**src/rtl/regfile_pkg.sv**
```systemverilog
// regfile_pkg: shared constants and slot state encoding for the register-file write arbiter.
package regfile_pkg;
    localparam int REG_COUNT  = 32;
    localparam int ADDR_WIDTH = 5;
    localparam int DATA_WIDTH = 64;
    localparam int ZERO_REG   = 31;
    typedef enum logic {
        SLOT_EMPTY = 1'b0,
        SLOT_FULL  = 1'b1
    } slot_state_e;
endpackage

```
**src/rtl/regfile_write_slot.sv**
```systemverilog
// regfile_write_slot: one-entry holding slot with valid/ready capture and grant drain.
module regfile_write_slot
    import regfile_pkg::*;
#(
    parameter int AW = ADDR_WIDTH,
    parameter int DW = DATA_WIDTH
) (
    input  logic          clock,
    input  logic          reset,
    input  logic          valid_i,
    input  logic          grant_i,
    input  logic [AW-1:0] address_i,
    input  logic [DW-1:0] data_i,
    output logic          ready_o,
    output logic          full_o,
    output logic [AW-1:0] address_o,
    output logic [DW-1:0] data_o
);
    slot_state_e   state_q, state_d;
    logic [AW-1:0] address_q, address_d;
    logic [DW-1:0] data_q, data_d;
    logic          accept;

    // grant_i only ever arrives while full, so this frees the slot for a same-edge refill
    assign ready_o   = (state_q == SLOT_EMPTY) || grant_i;
    assign accept    = valid_i && ready_o;
    assign full_o    = (state_q == SLOT_FULL);
    assign address_o = address_q;
    assign data_o    = data_q;

    always_comb begin
        state_d   = accept ? SLOT_FULL : grant_i ? SLOT_EMPTY : state_q;
        address_d = accept ? address_i : address_q;
        data_d    = accept ? data_i : data_q;
    end

    always_ff @(posedge clock) begin
        if (!reset) begin
            state_q   <= SLOT_EMPTY;
            address_q <= '0;
            data_q    <= '0;
        end else begin
            state_q   <= state_d;
            address_q <= address_d;
            data_q    <= data_d;
        end
    end
endmodule

```
**src/rtl/regfile_write_arbiter.sv**
```systemverilog
// regfile_write_arbiter: round-robin sharing of the register-file write port between ALU and load writeback.
// Define REGFILE_ARB_STATS_EN to add saturating per-port grant counters.
module regfile_write_arbiter #(
    parameter int DATA_WIDTH = regfile_pkg::DATA_WIDTH,
    parameter int ADDR_WIDTH = regfile_pkg::ADDR_WIDTH,
    parameter int ZERO_REG   = regfile_pkg::ZERO_REG
) (
    input  logic                  clock,
    input  logic                  reset,
    input  logic                  req0_valid,
    output logic                  req0_ready,
    input  logic [ADDR_WIDTH-1:0] req0_address,
    input  logic [DATA_WIDTH-1:0] req0_data,
    input  logic                  req1_valid,
    output logic                  req1_ready,
    input  logic [ADDR_WIDTH-1:0] req1_address,
    input  logic [DATA_WIDTH-1:0] req1_data,
    output logic                  rf_write,
    output logic [ADDR_WIDTH-1:0] rf_address,
    output logic [DATA_WIDTH-1:0] rf_data,
    output logic                  idle
`ifdef REGFILE_ARB_STATS_EN
    ,
    output logic [15:0]           grant_count0,
    output logic [15:0]           grant_count1
`endif
);
    import regfile_pkg::*;

    logic                  full0, full1, grant0, grant1;
    logic [ADDR_WIDTH-1:0] addr0, addr1;
    logic [DATA_WIDTH-1:0] data0, data1;
    logic                  last_grant_q, last_grant_d;
    logic                  rf_write_q, rf_write_d;
    logic [ADDR_WIDTH-1:0] rf_address_q, rf_address_d;
    logic [DATA_WIDTH-1:0] rf_data_q, rf_data_d;

    regfile_write_slot #(.AW(ADDR_WIDTH), .DW(DATA_WIDTH)) u_slot0 (
        .clock     (clock),
        .reset     (reset),
        .valid_i   (req0_valid),
        .grant_i   (grant0),
        .address_i (req0_address),
        .data_i    (req0_data),
        .ready_o   (req0_ready),
        .full_o    (full0),
        .address_o (addr0),
        .data_o    (data0)
    );

    regfile_write_slot #(.AW(ADDR_WIDTH), .DW(DATA_WIDTH)) u_slot1 (
        .clock     (clock),
        .reset     (reset),
        .valid_i   (req1_valid),
        .grant_i   (grant1),
        .address_i (req1_address),
        .data_i    (req1_data),
        .ready_o   (req1_ready),
        .full_o    (full1),
        .address_o (addr1),
        .data_o    (data1)
    );

    // last_grant_q names the port served most recently; a tie goes to the other one
    always_comb begin
        grant0       = full0 && (!full1 || last_grant_q);
        grant1       = full1 && (!full0 || !last_grant_q);
        last_grant_d = grant1 ? 1'b1 : grant0 ? 1'b0 : last_grant_q;
        rf_address_d = grant0 ? addr0 : grant1 ? addr1 : rf_address_q;
        rf_data_d    = grant0 ? data0 : grant1 ? data1 : rf_data_q;
        rf_write_d   = (grant0 || grant1) && (rf_address_d != ADDR_WIDTH'(ZERO_REG));
    end

    always_ff @(posedge clock) begin
        if (!reset) begin
            last_grant_q <= 1'b1;
            rf_write_q   <= 1'b0;
            rf_address_q <= '0;
            rf_data_q    <= '0;
        end else begin
            last_grant_q <= last_grant_d;
            rf_write_q   <= rf_write_d;
            rf_address_q <= rf_address_d;
            rf_data_q    <= rf_data_d;
        end
    end

    assign rf_write   = rf_write_q;
    assign rf_address = rf_address_q;
    assign rf_data    = rf_data_q;
    assign idle       = !full0 && !full1 && !rf_write_q;

`ifdef REGFILE_ARB_STATS_EN
    logic [15:0] grant_count0_q, grant_count1_q;

    always_ff @(posedge clock) begin
        if (!reset) begin
            grant_count0_q <= '0;
            grant_count1_q <= '0;
        end else begin
            if (grant0 && grant_count0_q != 16'hFFFF) grant_count0_q <= grant_count0_q + 16'd1;
            if (grant1 && grant_count1_q != 16'hFFFF) grant_count1_q <= grant_count1_q + 16'd1;
        end
    end

    assign grant_count0 = grant_count0_q;
    assign grant_count1 = grant_count1_q;
`endif
endmodule

```
**config.mk**
```make
export PLATFORM = sky130hd
export DESIGN_NAME = regfile_write_arbiter
export DESIGN_NICKNAME = d
export VERILOG_FILES = /design/src/rtl/regfile_pkg.sv /design/src/rtl/regfile_write_slot.sv /design/src/rtl/regfile_write_arbiter.sv
export SDC_FILE = /design/constraint.sdc
export NUM_CORES = 1
export LEC_CHECK = 0
export ABC_CLOCK_PERIOD_IN_PS = 1500
export BUFFER_PORTS_ARGS = -buffer_cell sky130_fd_sc_hd__buf_2
export CORE_ASPECT_RATIO = 1.1
export CORE_MARGIN = 5
export CORE_UTILIZATION = 48
export DETAILED_ROUTE_END_ITERATION = 6
export GPL_TIMING_DRIVEN = 0
export PLACE_DENSITY = 0.87
export SLEW_MARGIN = 25
export SYNTH_ARGS = -nofsm -noshare
export SYNTH_HDL_FRONTEND = slang
export SYNTH_SLANG_ARGS = --single-unit
```
**constraint.sdc**
```tcl
create_clock -name clock -period 1.5 [get_ports clock]
set_clock_uncertainty 0.1 [all_clocks]
set_input_delay 0.3 -clock clock [delete_from_list [all_inputs] [get_ports clock]]
set_output_delay 0.3 -clock clock [all_outputs]
set_load 0.02 [all_outputs]
```
# Word-level counts from Yosys, hierarchy flattened
# Cells that the tools add are included.
[word_totals] latchBits=0 romBits=0 reg_bits=211 ramBits=0 n_memories=0 word_cells=42 input_bits=142
[classes] shifts=0 n_reduce_logical=20 addsub=0 magnitude_cmp=0 bitwise=3 eq_ne=1 n_mul=0 div_mod_pow=0 n_mux=8
[op_table] operator="$mux 64" count=2
[op_table] operator="$mux 5" count=2
[op_table] operator="$logic_and 1x1->1" count=7
[op_table] operator="$reduce_bool 2->1" count=3
[op_table] operator="$logic_or 1x1->1" count=5
[op_table] operator="$ne 5x5->1 const B" count=1
[op_table] operator="$logic_not 1->1" count=4
[op_table] operator="$mux 1" count=4
[op_table] operator="$not 1->1" count=3
[op_table] operator="$reduce_or 2->1" count=1

# Depth between registers and ports, before layout
[depth] word_depth=7 depth_mapped=8 depth_no_buf=5

# Hierarchy
# A second synthesis with hierarchy kept.
[unflattened] cells_unflattened=1019 area_unflattened_um2=9041.2
[by_module_without_submodules] mod="regfile_write_slot" n_inst=2 seq_area_each_um2=1401.3 cells_each=304 area_per_inst_um2=2761.4
[by_module_without_submodules] mod="regfile_write_arbiter" n_inst=1 seq_area_each_um2=1421.4 cells_each=411 area_per_inst_um2=3518.4

# Worst setup path before layout
# OpenSTA, ideal clock, no wires.
[synth_path] path_kind="reg-to-reg" startpoint="register u_slot0.state_q (netlist: u_slot0.full_o)" endpoint="register u_slot1.data_q[53] (netlist: u_slot1.data_o[53])" t_arrival_ns=1.459 path_stages_with_launch=9 path_slack_ns=-0.192 t_required_ns=1.268 path_cell_list="dfxtp_1 buf_2 nand3_1 and2_1 buf_2 buf_4 buf_4 nand2_1 a21oi_1"
[synth_between] elab_chain_cells=5
[synth_rtl] element="start: declaration" line="regfile_write_slot.sv:19" rtl="slot_state_e state_q, state_d;"
[synth_rtl] element="start signal: assignment" line="regfile_write_slot.sv:43" rtl="state_q <= state_d;"
[synth_rtl] element="$logic_not 1->1" line="regfile_write_arbiter.sv:67" rtl="grant1 = full1 && (!full0 || !last_grant_q);"
[synth_rtl] element="$logic_or 1x1->1" line="regfile_write_arbiter.sv:67"
[synth_rtl] element="$logic_and 1x1->1" line="regfile_write_arbiter.sv:67"
[synth_rtl] element="$logic_or 1x1->1" line="regfile_write_slot.sv:25" rtl="assign ready_o = (state_q == SLOT_EMPTY) || grant_i;"
[synth_rtl] element="net req1_ready" line="regfile_write_arbiter.sv:15" rtl="output logic req1_ready,"
[synth_rtl] element="$logic_and 1x1->1" line="regfile_write_slot.sv:26" rtl="assign accept = valid_i && ready_o;"
[synth_rtl] element="end signal: assignment" line="regfile_write_slot.sv:45" rtl="data_q <= data_d;"
[synth_rtl] element="end: declaration" line="regfile_write_slot.sv:21" rtl="logic [DW-1:0] data_q, data_d;"
# The timed path passes the listed nets, and every way through them passes these cells.
# A chain may end at the register's enable or synchronous reset.

# Final worst setup path
[layout_path] startpoint="register u_slot0.state_q (netlist: u_slot0.full_o)" endpoint="register rf_data_q[27] (netlist: rf_data[27])"
[layout_between] elab_chain_cells=4 elab_cells_between_ends=6 classes_between="mux (1); reduce/logical (5)"
[layout_rtl] element="$logic_not 1->1" line="regfile_write_arbiter.sv:67"
[layout_rtl] element="$logic_or 1x1->1" line="regfile_write_arbiter.sv:67"
[layout_rtl] element="$logic_and 1x1->1" line="regfile_write_arbiter.sv:67"
[layout_rtl] element="$reduce_bool 2->1 (no line)"
[layout_rtl] element="end signal: assignment" line="regfile_write_arbiter.sv:84" rtl="rf_data_q <= rf_data_d;"
[layout_rtl] element="end: declaration" line="regfile_write_arbiter.sv:36" rtl="logic [DATA_WIDTH-1:0] rf_data_q, rf_data_d;"
# Parallel ways exist; a longest one is shown, timed or not.

==> impl_results.md <==
- Most used DFF post-synth: dfxtp_1
- Outcome: complete, but fails checks
- Commonest non-fill, non-tap cell in the layout: buf_2
- Cell chain of the critical path: buf_12 -> buf_8 -> a21bo_4 -> buf_12 -> buf_16 -> buf_8 -> o22ai_2 -> nor2_1
- Kind of critical path: reg2reg
- Yosys reg bits: 211
- WHS Path Cells: 3
- H-Tree Depth: 1
- Internal: 11.2 mW
- Wire length per cell: 30.9 um
- Core area: 17000 um^2
- Endpoints failing hold: 0
- Post-Syn Instances: 1006
- Overall power: 16.2 mW
- Initial antenna violation count: 4
- DR vias/cell: 6.69
- Combinational share of power: 0.240
- Post-synth ARST share: 0
- Max-slew violations: 0
- Failing checks: setup timing
- Syn. warnings: 0
- Worst hold path class: in2reg
- Startpoint Class: flop
- Critical Path AT: 2.25 ns
- Design area: 16000 um^2
- WHS: 0.0808 ns
- R2R depth: 8
- TritonCTS buffer count: 21
- Detailed Route Iter0 Violations: 1342
- Slowest Stage Delay on Critical Path: 0.37 ns
- GRT Total Usage: 0.360
- DRC violations left: 0
- Maximum VDD drop: 1.20 mV
- Area delta synth->final: 92.9%
- Count of final setup violators: 224
- Sw Ratio: 0.313
- Die Y: 148 um
- CP required: 1.78 ns
- Sw Pwr: 5.09 mW
- Die area: 20000 um^2
- CTS tree: done
- I/O Pins: 215
- Clock power frac: 0.370
- Peak Freq: 510 MHz
- Post-synthesis cell area: 8270 um^2
- Max cap viols: 0
- First-pass GRT wire length: 56800 um
- Row count: 50
- Share of power burned in registers: 0.390
- Core Util, Final: 0.941
- Clock Tree Buf Depth: 3
- Worst slew pin tran: 0.975 ns
- Lkg Pwr: 7.05 nW
- Routability cong.: 0.850
- Pwr dens: 1020 nW/um^2
- Layout cells sized above 1: 0.578
- Crit end category: flop
- Port buffer count: 214
- EDFF count, synth: 0
- Total global routing overflow: 0
- DRT Wirelength: 52700 um
- Crit path max-delay cell type: dfxtp_4
- RSZ-0062 raised after global routing: true
- Clock Latency Late Sink: 0.52 ns
- Avg Cell Area, Syn: 8.22 um^2
- Final worst slack: -0.462 ns
- Dpl ws: -0.511 ns
- Sink Count: 211
- Slew headroom: 0.350
- # nets final: 1591
- Placed standard-cell area: 9670 um^2
- Starting Density: 0.488
- Commonest non-fill, non-tap cells in the layout: buf_2, dfxtp_1, dlygate4sd3_1
- Seq/Total Area, Yosys: 0.511
- Post-DP HPWL: 18200 um
- Net count after synthesis: 1148
- Critical path peak fanout: 6
- Die width: 135 um
- DRT Pass-1 Iters: 6
- Number of global-route vias before repair: 10.6k
- Fin crit period: 1.96 ns
- Yosys cell types: 25
- Clock root buffer: clkbuf_16
- Final period util: 1.31
- Vias: 11.4k
- Final antenna-violating net count: 0
- Largest net degree at the start of global routing: 20
- Fill cells: 467
- Clock-pin slew on the worst setup and hold paths: 0.07 ns
[worst paths after layout]
path	to	from	slack, ns
max reg2reg	rf_data[27]	u_slot0.full_o	-0.46
min	u_slot0.full_o	req0_valid	0.08
max	rf_data[27]	u_slot0.full_o	-0.46
min reg2reg	u_slot1.data_o[23]	u_slot1.data_o[23]	0.39
[per-layer routing]
| metal | track usage | vias to the layer above | wire length [um] | part of all wire |
|---|---|---|---|---|
| met5 | 0 | - | 46 | 0.00087 |
| met4 | 0.231 | 2 | 6400 | 0.12 |
| met3 | 0.0718 | 551 | 5970 | 0.11 |
| met2 | 0.636 | 1237 | 24100 | 0.46 |
| met1 | 0.388 | 5296 | 16100 | 0.31 |
| li1 | - | 4316 | - | - |
[worst max-delay path: cells and delay by family (launching register included)]
family | cells | cell delay, ns
buf+inv | 5 | 0.71
flops | 1 | 0.37
compound gates | 2 | 0.54
simple gates | 1 | 0.12
[power groups by stage]
stage	sequential, mW	combinational, mW	clock (mW)
floorplan	6.38	0.948	0
CTS	6.19	2.74	5.70
finish	6.34	3.90	6.01
global placement	6.26	1.70	0
global route	6.34	3.98	6.14
detailed placement	6.28	1.74	0
[final cells by class]
class	instances	area (um^2)	area share
antenna	6	15.0	0.000941
buffer	76	885	0.0554
clock buffer	25	571	0.0358
clock inverter	13	171	0.0107
inverter	3	11.3	0.000706
multi-input combinational	710	6030	0.378
sequential	211	4240	0.265
tap	234	293	0.0184
timing repair buffer	426	3750	0.235
[repair_timing]
action	CTS	global route
setup endpoints to repair	208	213
hold endpoints to repair	139	0
gates resized for setup	321	484
cloned	21	14
hold buffers	139	0
setup buffers	36	17
pin swaps	102	222
[synthesized netlist by cell type, types with 2 or more instances]
master / number / area share
a211oi_1: 4 / 0.0036
a21oi_1: 140 / 0.085
and2_1: 2 / 0.0015
buf_1: 14 / 0.0064
buf_2: 27 / 0.016
buf_4: 14 / 0.013
clkbuf_1: 28 / 0.013
dfxtp_1: 211 / 0.51
inv_1: 2 / 0.00091
mux2_2: 64 / 0.087
nand2_1: 280 / 0.13
nor2_1: 69 / 0.031
nor2b_1: 5 / 0.0038
nor3_1: 5 / 0.0030
o21ai_0: 57 / 0.034
o21ai_1: 8 / 0.0048
o22ai_1: 68 / 0.051
[cell families after synthesis]
| group | synth area share |
|---|---|
| multiplexers | 0.0871 |
| flip-flops | 0.511 |
| buffers and inverters | 0.0495 |
| AND/OR/NAND/NOR | 0.169 |
| AO/OA/AOI/OAI | 0.184 |
[through the flow]
step / TNS (ns) / cells
finish: -28.05 / 1704
detailed placement: -57.36 / 1454
global placement: -52.94 / 1454
global route: -31.00 / 1702
CTS: -13.22 / 1683
floorplan: -1.20 / 1006
[registers in the layout (all words and copies together), names as in the netlist]
| name | cells |
|---|---|
| last_grant_q | 1 |
| rf_address | 5 |
| rf_data | 64 |
| rf_write | 1 |
| u_slot0.address_o | 5 |
| u_slot0.data_o | 64 |
| u_slot0.full_o | 1 |
| u_slot1.address_o | 5 |
| u_slot1.data_o | 64 |
| u_slot1.full_o | 1 |
Note: power is estimated with default switching activity, not from simulation.
